===== config.mk =====
export PLATFORM = sky130hd
export DESIGN_NAME = adc_init_writer
export DESIGN_NICKNAME = d
export VERILOG_FILES = /design/src/rtl/adc_init_pkg.sv /design/src/rtl/adc_init_rom.sv /design/src/rtl/adc_init_writer.sv
export SDC_FILE = /design/constraint.sdc
export NUM_CORES = 1
export LEC_CHECK = 0
export ABC_AREA = 1
export ABC_CLOCK_PERIOD_IN_PS = 1400
export CORE_ASPECT_RATIO = 0.5
export CORE_UTILIZATION = 54
export CTS_CLUSTER_DIAMETER = 50
export DETAILED_ROUTE_END_ITERATION = 10
export MAX_ROUTING_LAYER = met4
export PLACE_DENSITY = 0.74
export SYNTH_ARGS = -nofsm -noshare
export SYNTH_HDL_FRONTEND = slang
export SYNTH_HIERARCHICAL = 1
export SYNTH_SLANG_ARGS = --single-unit

===== constraint.sdc =====
create_clock -name CLK -period 1.4 [get_ports CLK]
set_clock_uncertainty 0.05 [all_clocks]
set_input_delay 0.21 -clock CLK [delete_from_list [all_inputs] [get_ports CLK]]
set_output_delay 0.21 -clock CLK [all_outputs]
set_load 0.05 [all_outputs]

===== src/rtl/adc_init_pkg.sv =====
// Shared definitions for the ADC init writer: FSM states, word layout and the
// default register table (addr/data pairs) that is programmed at power-up.
// No ports; imported by adc_init_rom and adc_init_writer.
package adc_init_pkg;

  localparam int ADC_ADDR_W   = 8;
  localparam int ADC_DATA_W   = 16;
  localparam int ADC_WORD_W   = ADC_ADDR_W + ADC_DATA_W;  // 24
  localparam int ADC_MAX_REGS = 16;

  typedef enum logic [2:0] {
    ST_IDLE     = 3'd0,
    ST_LOAD     = 3'd1,
    ST_CS_SETUP = 3'd2,
    ST_SHIFT    = 3'd3,
    ST_CS_HOLD  = 3'd4,
    ST_GAP      = 3'd5,
    ST_DONE     = 3'd6
  } adc_state_e;

  // One serial word: address byte goes out first (MSB first overall).
  typedef struct packed {
    logic [ADC_ADDR_W-1:0] addr;
    logic [ADC_DATA_W-1:0] data;
  } adc_reg_t;

  // Default power-up register table. Only the first NREG entries are used.
  function automatic adc_reg_t adc_init_reg(input logic [3:0] i);
    adc_reg_t r;
    case (i)
      4'd0:    r = {8'h00, 16'h8001};
      4'd1:    r = {8'h01, 16'h00A5};
      4'd2:    r = {8'h02, 16'h1234};
      4'd3:    r = {8'h05, 16'h00FF};
      4'd4:    r = {8'h08, 16'hA55A};
      4'd5:    r = {8'h14, 16'h0F0F};
      4'd6:    r = {8'h16, 16'hF0F0};
      4'd7:    r = {8'h18, 16'h7FFF};
      4'd8:    r = {8'h20, 16'h0000};
      4'd9:    r = {8'h21, 16'hFFFF};
      4'd10:   r = {8'h22, 16'h3C3C};
      4'd11:   r = {8'h23, 16'hC3C3};
      4'd12:   r = {8'h30, 16'h1111};
      4'd13:   r = {8'h31, 16'h2222};
      4'd14:   r = {8'h3E, 16'h4444};
      default: r = {8'hFF, 16'h0001};
    endcase
    return r;
  endfunction

endpackage


===== src/rtl/adc_init_rom.sv =====
// Register table lookup: idx -> WORD_W-bit serial word, purely combinational.
// Latency: 0 cycles. Backpressure: none.
// Ports: idx (table index), word (addr/data word, MSB sent first).
module adc_init_rom
  import adc_init_pkg::*;
#(
  parameter int IDX_W  = 3,
  parameter int WORD_W = ADC_WORD_W
) (
  input  logic [IDX_W-1:0]  idx,
  output logic [WORD_W-1:0] word
);

  adc_reg_t entry;

  assign entry = adc_init_reg(4'(idx));
  assign word  = WORD_W'(entry);

endmodule


===== src/rtl/adc_init_writer.sv =====
// Serially programs NREG config words into the ADC 3-wire port on each ADC_INIT rising edge.
// Latency: INIT_DONE rises NREG*(1+CLK_DIV*(2*WORD_W+3))+1 cycles after the sampling edge.
// Backpressure: none; ADC_INIT edges seen while a sequence runs are dropped.
// Ports: CLK/RST (sync, active high), ADC_INIT request in, BUSY/INIT_DONE status out,
//        ADC_CSB/ADC_SCLK/ADC_SDATA serial pins out (all outputs registered).
module adc_init_writer
  import adc_init_pkg::*;
#(
  parameter int NREG    = 8,
  parameter int WORD_W  = ADC_WORD_W,
  parameter int CLK_DIV = 4
) (
  input  logic CLK,
  input  logic RST,
  input  logic ADC_INIT,
  output logic BUSY,
  output logic INIT_DONE,
  output logic ADC_CSB,
  output logic ADC_SCLK,
  output logic ADC_SDATA
);

  // A single-register table still needs a 1-bit index.
  localparam int IW = (NREG > 1) ? $clog2(NREG) : 1;
  localparam int BW = (WORD_W > 1) ? $clog2(WORD_W) : 1;
  localparam int TW = $clog2(2 * CLK_DIV);

  localparam logic [IW-1:0] IDX_LAST  = IW'(NREG - 1);
  localparam logic [BW-1:0] BIT_LAST  = BW'(WORD_W - 1);
  localparam logic [TW-1:0] HALF_LAST = TW'(CLK_DIV - 1);
  localparam logic [TW-1:0] GAP_LAST  = TW'(2 * CLK_DIV - 1);

  adc_state_e        state, state_n;
  logic              init_q;
  logic              start;
  logic [TW-1:0]     timer, timer_n;
  logic [BW-1:0]     bcnt, bcnt_n;
  logic [IW-1:0]     idx, idx_n;
  logic [WORD_W-1:0] sh, sh_n;
  logic              sclk_hi, sclk_hi_n;
  logic [WORD_W-1:0] rom_word;

  logic busy_n, done_n, csb_n, sclk_n, sdata_n;

  adc_init_rom #(
    .IDX_W  (IW),
    .WORD_W (WORD_W)
  ) u_rom (
    .idx  (idx),
    .word (rom_word)
  );

  // init_q resets to 0, so a request already high when reset releases starts a sequence.
  assign start = ADC_INIT & ~init_q;

  always_ff @(posedge CLK) begin
    if (RST) begin
      state     <= ST_IDLE;
      init_q    <= 1'b0;
      timer     <= '0;
      bcnt      <= '0;
      idx       <= '0;
      sh        <= '0;
      sclk_hi   <= 1'b0;
      BUSY      <= 1'b0;
      INIT_DONE <= 1'b0;
      ADC_CSB   <= 1'b1;
      ADC_SCLK  <= 1'b0;
      ADC_SDATA <= 1'b0;
    end else begin
      state     <= state_n;
      init_q    <= ADC_INIT;
      timer     <= timer_n;
      bcnt      <= bcnt_n;
      idx       <= idx_n;
      sh        <= sh_n;
      sclk_hi   <= sclk_hi_n;
      BUSY      <= busy_n;
      INIT_DONE <= done_n;
      ADC_CSB   <= csb_n;
      ADC_SCLK  <= sclk_n;
      ADC_SDATA <= sdata_n;
    end
  end

  // Pin values are a function of the current state and get registered, so
  // every pin phase lags its state by one cycle but keeps its exact length.
  always_comb begin
    state_n   = state;
    timer_n   = timer;
    bcnt_n    = bcnt;
    idx_n     = idx;
    sh_n      = sh;
    sclk_hi_n = sclk_hi;
    busy_n    = 1'b0;
    done_n    = 1'b0;
    csb_n     = 1'b1;
    sclk_n    = 1'b0;
    sdata_n   = 1'b0;

    case (state)
      ST_IDLE: begin
        if (start) begin
          idx_n   = '0;
          state_n = ST_LOAD;
        end
      end

      ST_LOAD: begin
        busy_n  = 1'b1;
        sh_n    = rom_word;
        timer_n = '0;
        state_n = ST_CS_SETUP;
      end

      ST_CS_SETUP: begin
        busy_n  = 1'b1;
        csb_n   = 1'b0;
        sdata_n = sh[WORD_W-1];
        if (timer == HALF_LAST) begin
          timer_n   = '0;
          bcnt_n    = '0;
          sclk_hi_n = 1'b1;
          state_n   = ST_SHIFT;
        end else begin
          timer_n = timer + 1'b1;
        end
      end

      // Each bit is a high half-period followed (except for the last bit) by
      // a low half-period; the shift happens as the low phase begins so the
      // next bit has a full half-period of setup before the following rise.
      ST_SHIFT: begin
        busy_n  = 1'b1;
        csb_n   = 1'b0;
        sclk_n  = sclk_hi;
        sdata_n = sh[WORD_W-1];
        if (timer == HALF_LAST) begin
          timer_n = '0;
          if (!sclk_hi) begin
            sclk_hi_n = 1'b1;
            bcnt_n    = bcnt + 1'b1;
          end else if (bcnt == BIT_LAST) begin
            sclk_hi_n = 1'b0;
            state_n   = ST_CS_HOLD;
          end else begin
            sclk_hi_n = 1'b0;
            sh_n      = {sh[WORD_W-2:0], 1'b0};
          end
        end else begin
          timer_n = timer + 1'b1;
        end
      end

      ST_CS_HOLD: begin
        busy_n  = 1'b1;
        csb_n   = 1'b0;
        sdata_n = sh[WORD_W-1];
        if (timer == HALF_LAST) begin
          timer_n = '0;
          state_n = ST_GAP;
        end else begin
          timer_n = timer + 1'b1;
        end
      end

      ST_GAP: begin
        busy_n = 1'b1;
        if (timer == GAP_LAST) begin
          timer_n = '0;
          if (idx == IDX_LAST) begin
            state_n = ST_DONE;
          end else begin
            idx_n   = idx + 1'b1;
            state_n = ST_LOAD;
          end
        end else begin
          timer_n = timer + 1'b1;
        end
      end

      ST_DONE: begin
        done_n = 1'b1;
        if (start) begin
          idx_n   = '0;
          state_n = ST_LOAD;
        end
      end

      default: begin
        state_n = ST_IDLE;
      end
    endcase
  end

endmodule


# After elaboration in Yosys (flattened, before gate mapping)
# Memories as Yosys holds them, arrays and structs flattened. A register that Yosys moved wholly into a read port is not among the register bits.
# Index checks and enable logic that the tools add are counted.
# classes
bitwise	4
addsub	3
n_eq_ne	20
reduce_logical	15
n_mux	33
# op_table
operator	count
two-way mux 24 bit	3
case mux 24 bit (2 select lines)	1
two-way mux 3 bit	15
!= test 2 bit, second input constant	9
case mux 3 bit (6 select lines)	1
== test 3 bit, second input constant	5
two-way mux 5 bit	3
AND reduction 4 bit	3
case mux 5 bit (2 select lines)	1
== test 3 x 2 -> 1 bit, second input constant	3
case mux 3 bit (3 select lines)	1
AND reduction 7 bit	1
adder 3 x 1 -> 3 bit, second input constant	2
two-way mux 1 bit	6
case mux 3 bit (2 select lines)	1
nonzero test 2 bit	3
OR reduction 2 bit	3
adder 5 x 1 -> 5 bit, second input constant	1
== test 5 bit, second input constant	1
OR reduction 5 bit	1
== test 3 x 1 -> 1 bit, second input constant	1
logical NOT 3 bit	1
NOT 1 bit	3
AND reduction 3 bit	1
5 further kinds	5
# totals
elab_cells	88
romBits	168
out_inout_bits	5
ff_bits	45
inputBits	3
n_memories	1
# memory_table
memory	words	width	rd	rd_ports_with_merged_regs	wr	line_no	text
(no name shown)	8	21	1	1	0	adc_init_pkg.sv:30	case (i)

# Longest topological paths before layout
# logic_depth
word_depth	6
depth_mapped	11
depth_no_buf	10

# Modules after synthesis
# The synthesis kept the hierarchy.
# modules_own_cells
module	cells_per_inst	area_per_inst_um2	n_inst	seq_area_each_um2
adc_init_writer	355	2292.2	1	900.9
adc_init_rom	48	294.0	1	0.0

# Least setup slack after synthesis
# No wires, ideal clock.
# synth_timing
path_type	flip-flop to flip-flop
startpoint	register timer[0]
endpoint	register sh[21]
setup_time_ps	116
required_time_ps	1234
setup_slack_ps	-109
path_stages_with_launch	10
synth_period_minus_slack_ps	1509
arrival_ps	1343
path_buffers	1
path_cell_list	dfxtp_1 > ha_1 > ha_1 > inv_1 > o21ai_1 > nand2_2 > inv_2 > buf_6 > nor2_1 > nor2_1
# synth_via
elab_chain_cells	3
# synth_lines
item	line_no	text
start: declaration	adc_init_writer.sv:36	logic [TW-1:0] timer, timer_n;
start signal: assignment	adc_init_writer.sv:73	timer <= timer_n;
== test 3 x 2 -> 1 bit	adc_init_writer.sv:138	if (timer == HALF_LAST) begin
!= test 2 bit (no source line)	--	
AND reduction 4 bit (no source line)	--	
end signal: assignment	adc_init_writer.sv:76	sh <= sh_n;
end: declaration	adc_init_writer.sv:39	logic [WORD_W-1:0] sh, sh_n;
# Every way passes these cells.
# A chain may end at the register's enable or synchronous reset.

# Worst setup path in the final report
# layout_timing
startpoint	register timer[1]
endpoint	register sh[6]
# Same word-level chain as after synthesis.

==> impl_metrics.json <==
{
  "yosysMostFrequentCell": "nand2_1",
  "grt_pass1_vias": 2484,
  "slowest_delay_ps": 360,
  "synth_cell_types": 26,
  "critical_path_class": "register to register",
  "synthTopCellsByCount": "129 x nand2_1, 72 x nor2_1, 45 x dfxtp_1",
  "crit_path_max_fanout": 8,
  "clockRootBuffer": "clkbuf_8",
  "async_flop_share_pct": 0,
  "cp_common_cell": "ha_4",
  "synth_edf_count": 0,
  "clock_latency_ps": 310,
  "syn_area_per_cell_um2": 6.417,
  "drv_slew": 0,
  "synth-seq-area-share_pct": 34.83,
  "fin_nets": 452,
  "diodes": 0,
  "final.min_clock_period_ps": 1500,
  "setup_violations": 35,
  "dpl_worst_slack_ps": -232.3,
  "clock_path_buffers": 2,
  "path_cells": "ha_4, ha_4, inv_6, o21ai_4, nand2_8, buf_6, o21ai_2, nor2_1",
  "cellPowerDensity_mw_per_mm2": 2078,
  "cp.required_ps": 1550,
  "ioPinCount": 8,
  "grt-ovfl-total": 0,
  "antenna_found_initial": 0,
  "critPathLaunchType": "register",
  "yosys.area.top_type": "dfxtp_1",
  "crit_path_end_kind": "register",
  "synth_top_area_share_pct": 34.83,
  "drive_above_1_share_pct": 28.38,
  "syn2layout_area_growth_pct": 31.93,
  "power_leakage_nw": 1.648,
  "vias": 2627,
  "finalHoldViolCount": 0,
  "row_count": 17,
  "cp_data_arrival_time_ps": 1650,
  "core_area_mm2": 0.004488,
  "ys.flop_type": "dfxtp_1",
  "setup_ws_ps": -99.80,
  "die-height_um": 50.94,
  "ys_warn_count": 6,
  "dp_hpwl_mm": 4.157,
  "die_w_um": 99.87,
  "synth.area.top_cells": "dfxtp_1 35%, nand2_1 19%, nor2_1 10%",
  "rsz0062_at_grt": "yes",
  "grt_pass1_wl_mm": 11.08,
  "grt_use_total_pct": 29.17,
  "drt-vias-per-instance": 5.223,
  "gp_congestion": 0.9264,
  "dieArea_mm2": 0.005087,
  "drcViolationCount": 0,
  "initial_core_util_pct": 57.62,
  "synth-seq-cells": 45,
  "status": "complete, but fails checks",
  "syn_area_mm2": 0.002586,
  "holdCritPathClass": "register to register",
  "grt_max_degree": 30,
  "vdd_drop_max_uv": 1001,
  "io_buffers": 7,
  "fin_crit_sh_pct": 107.1,
  "first_iter_violations": 89,
  "drv_cap": 0,
  "wl_per_cell_um": 13.21,
  "cts_tree": "yes",
  "holdWs_ps": 398.6,
  "htreeDepth": 2,
  "firstDrtPassIters": 5,
  "failed_checks": "setup timing",
  "wirelength_mm": 6.645,
  "synthCells": 403,
  "cts_sinks": 45,
  "worst_path_max_delay_cell": "dfxtp_2",
  "cts-buffers-inserted": 5,
  "ant_nets": 0,
  "clkSlewWorstSetupHoldPaths_ps": 90,
  "max_freq_mhz": 666.8
}
## layer usage
metal | GRT usage (%) | vias up | wire (µm) | share of wire, %
li1 | - | 1298 | - | -
met5 | - | - | 0 | 0
met3 | 6.430 | 28 | 339 | 5.1
met1 | 32.80 | 1210 | 2951 | 44
met4 | 12.75 | 0 | 165 | 2.5
met2 | 51.03 | 91 | 3188 | 48
## final cells by class
type	count	area (µm²)
fillers	308	1076
well taps	66	82.58
inverters	38	163.9
clock inverters	1	30.03
flip-flops and latches	45	910.9
repair buffers	46	489.2
clock buffers	7	86.33
multi-input cells	300	1649
## path summary, 6_finish.rpt
path | from | end | slack, ps | cells past startpoint
hold reg to reg | sh[23] | ADC_SDATA | 400 | 2
setup reg to reg | timer[1] | sh[6] | -100 | 8
setup / recovery | timer[1] | sh[6] | -100 | 8
hold / removal | sh[23] | ADC_SDATA | 400 | 2
## through the flow
step | area (µm²) | TNS (ps) | utilization, % | instances | power (mW)
floorplan | 2648 | 0 | - | 405 | 4.446
global placement | 2983 | -2093 | 66.46 | 490 | 5.114
detailed placement | 2983 | -4211 | 66.46 | 490 | 5.240
CTS | 3387 | -1096 | 75.47 | 503 | 6.924
global route | 3412 | -4388 | 76.02 | 503 | 7.603
finish | 3412 | -1912 | 76.02 | 503 | 7.092
## cell usage in the layout, fill, tap and decap left out, drive strengths merged
cell type	count
conb	3
xor2	1
ha	13
clkinvlp	1
clkdlybuf4s50	2
a21oi	13
nand3	12
inv	37
bufinv	1
nand2	140
nand4	5
buf	44
nor2	76
o21ai	35
nor3	1
clkbuf	7
nor4	1
dfxtp	45
## report_power, final
part	switching [mW]	internal (mW)	total, mW
Clock	0.467	0.583	1.05
Sequential	0.270	1.72	1.99
Combinational	2.44	1.61	4.05
Total	3.18	3.92	7.09
## sequential cells by signal, indices dropped and copies added (netlist names)
name	cells
ADC_CSB	1
ADC_SCLK	1
ADC_SDATA	1
BUSY	1
INIT_DONE	1
bcnt	5
idx	3
init_q	1
sclk_hi	1
sh	24
state	3
timer	3
## critical path, delay by kind of cell (launching register included)
kind / cells / cell delay (ps)
AOI/OAI and AO/OA: 2 / 330
and+or+nand+nor: 2 / 160
adders and majority gates: 2 / 290
buffers and inverters: 2 / 190
DFF: 1 / 360
## cells by family after synthesis
kind of cell,count (synthesis),synth area share [%]
AO/OA/AOI/OAI,48,9.434
XOR/XNOR,1,0.3387
adder cells (fa/ha/maj),13,6.289
buffers and inverters,60,11.42
flip-flops,45,34.83
other,1,0.1450
AND/OR/NAND/NOR,235,37.54
## timing repair
| item | CTS | global route |
|---|---|---|
| pin swaps | 10 | 2 |
| endpoints found under the hold margin | 0 | 0 |
| cloned | 1 | 0 |
| gates resized for setup | 64 | 6 |
| setup endpoints to repair | 37 | 36 |
| buffers inserted | 4 | 0 |
| hold buffers | 0 | 0 |
No activity file was read; power rests on OpenSTA's default activity.
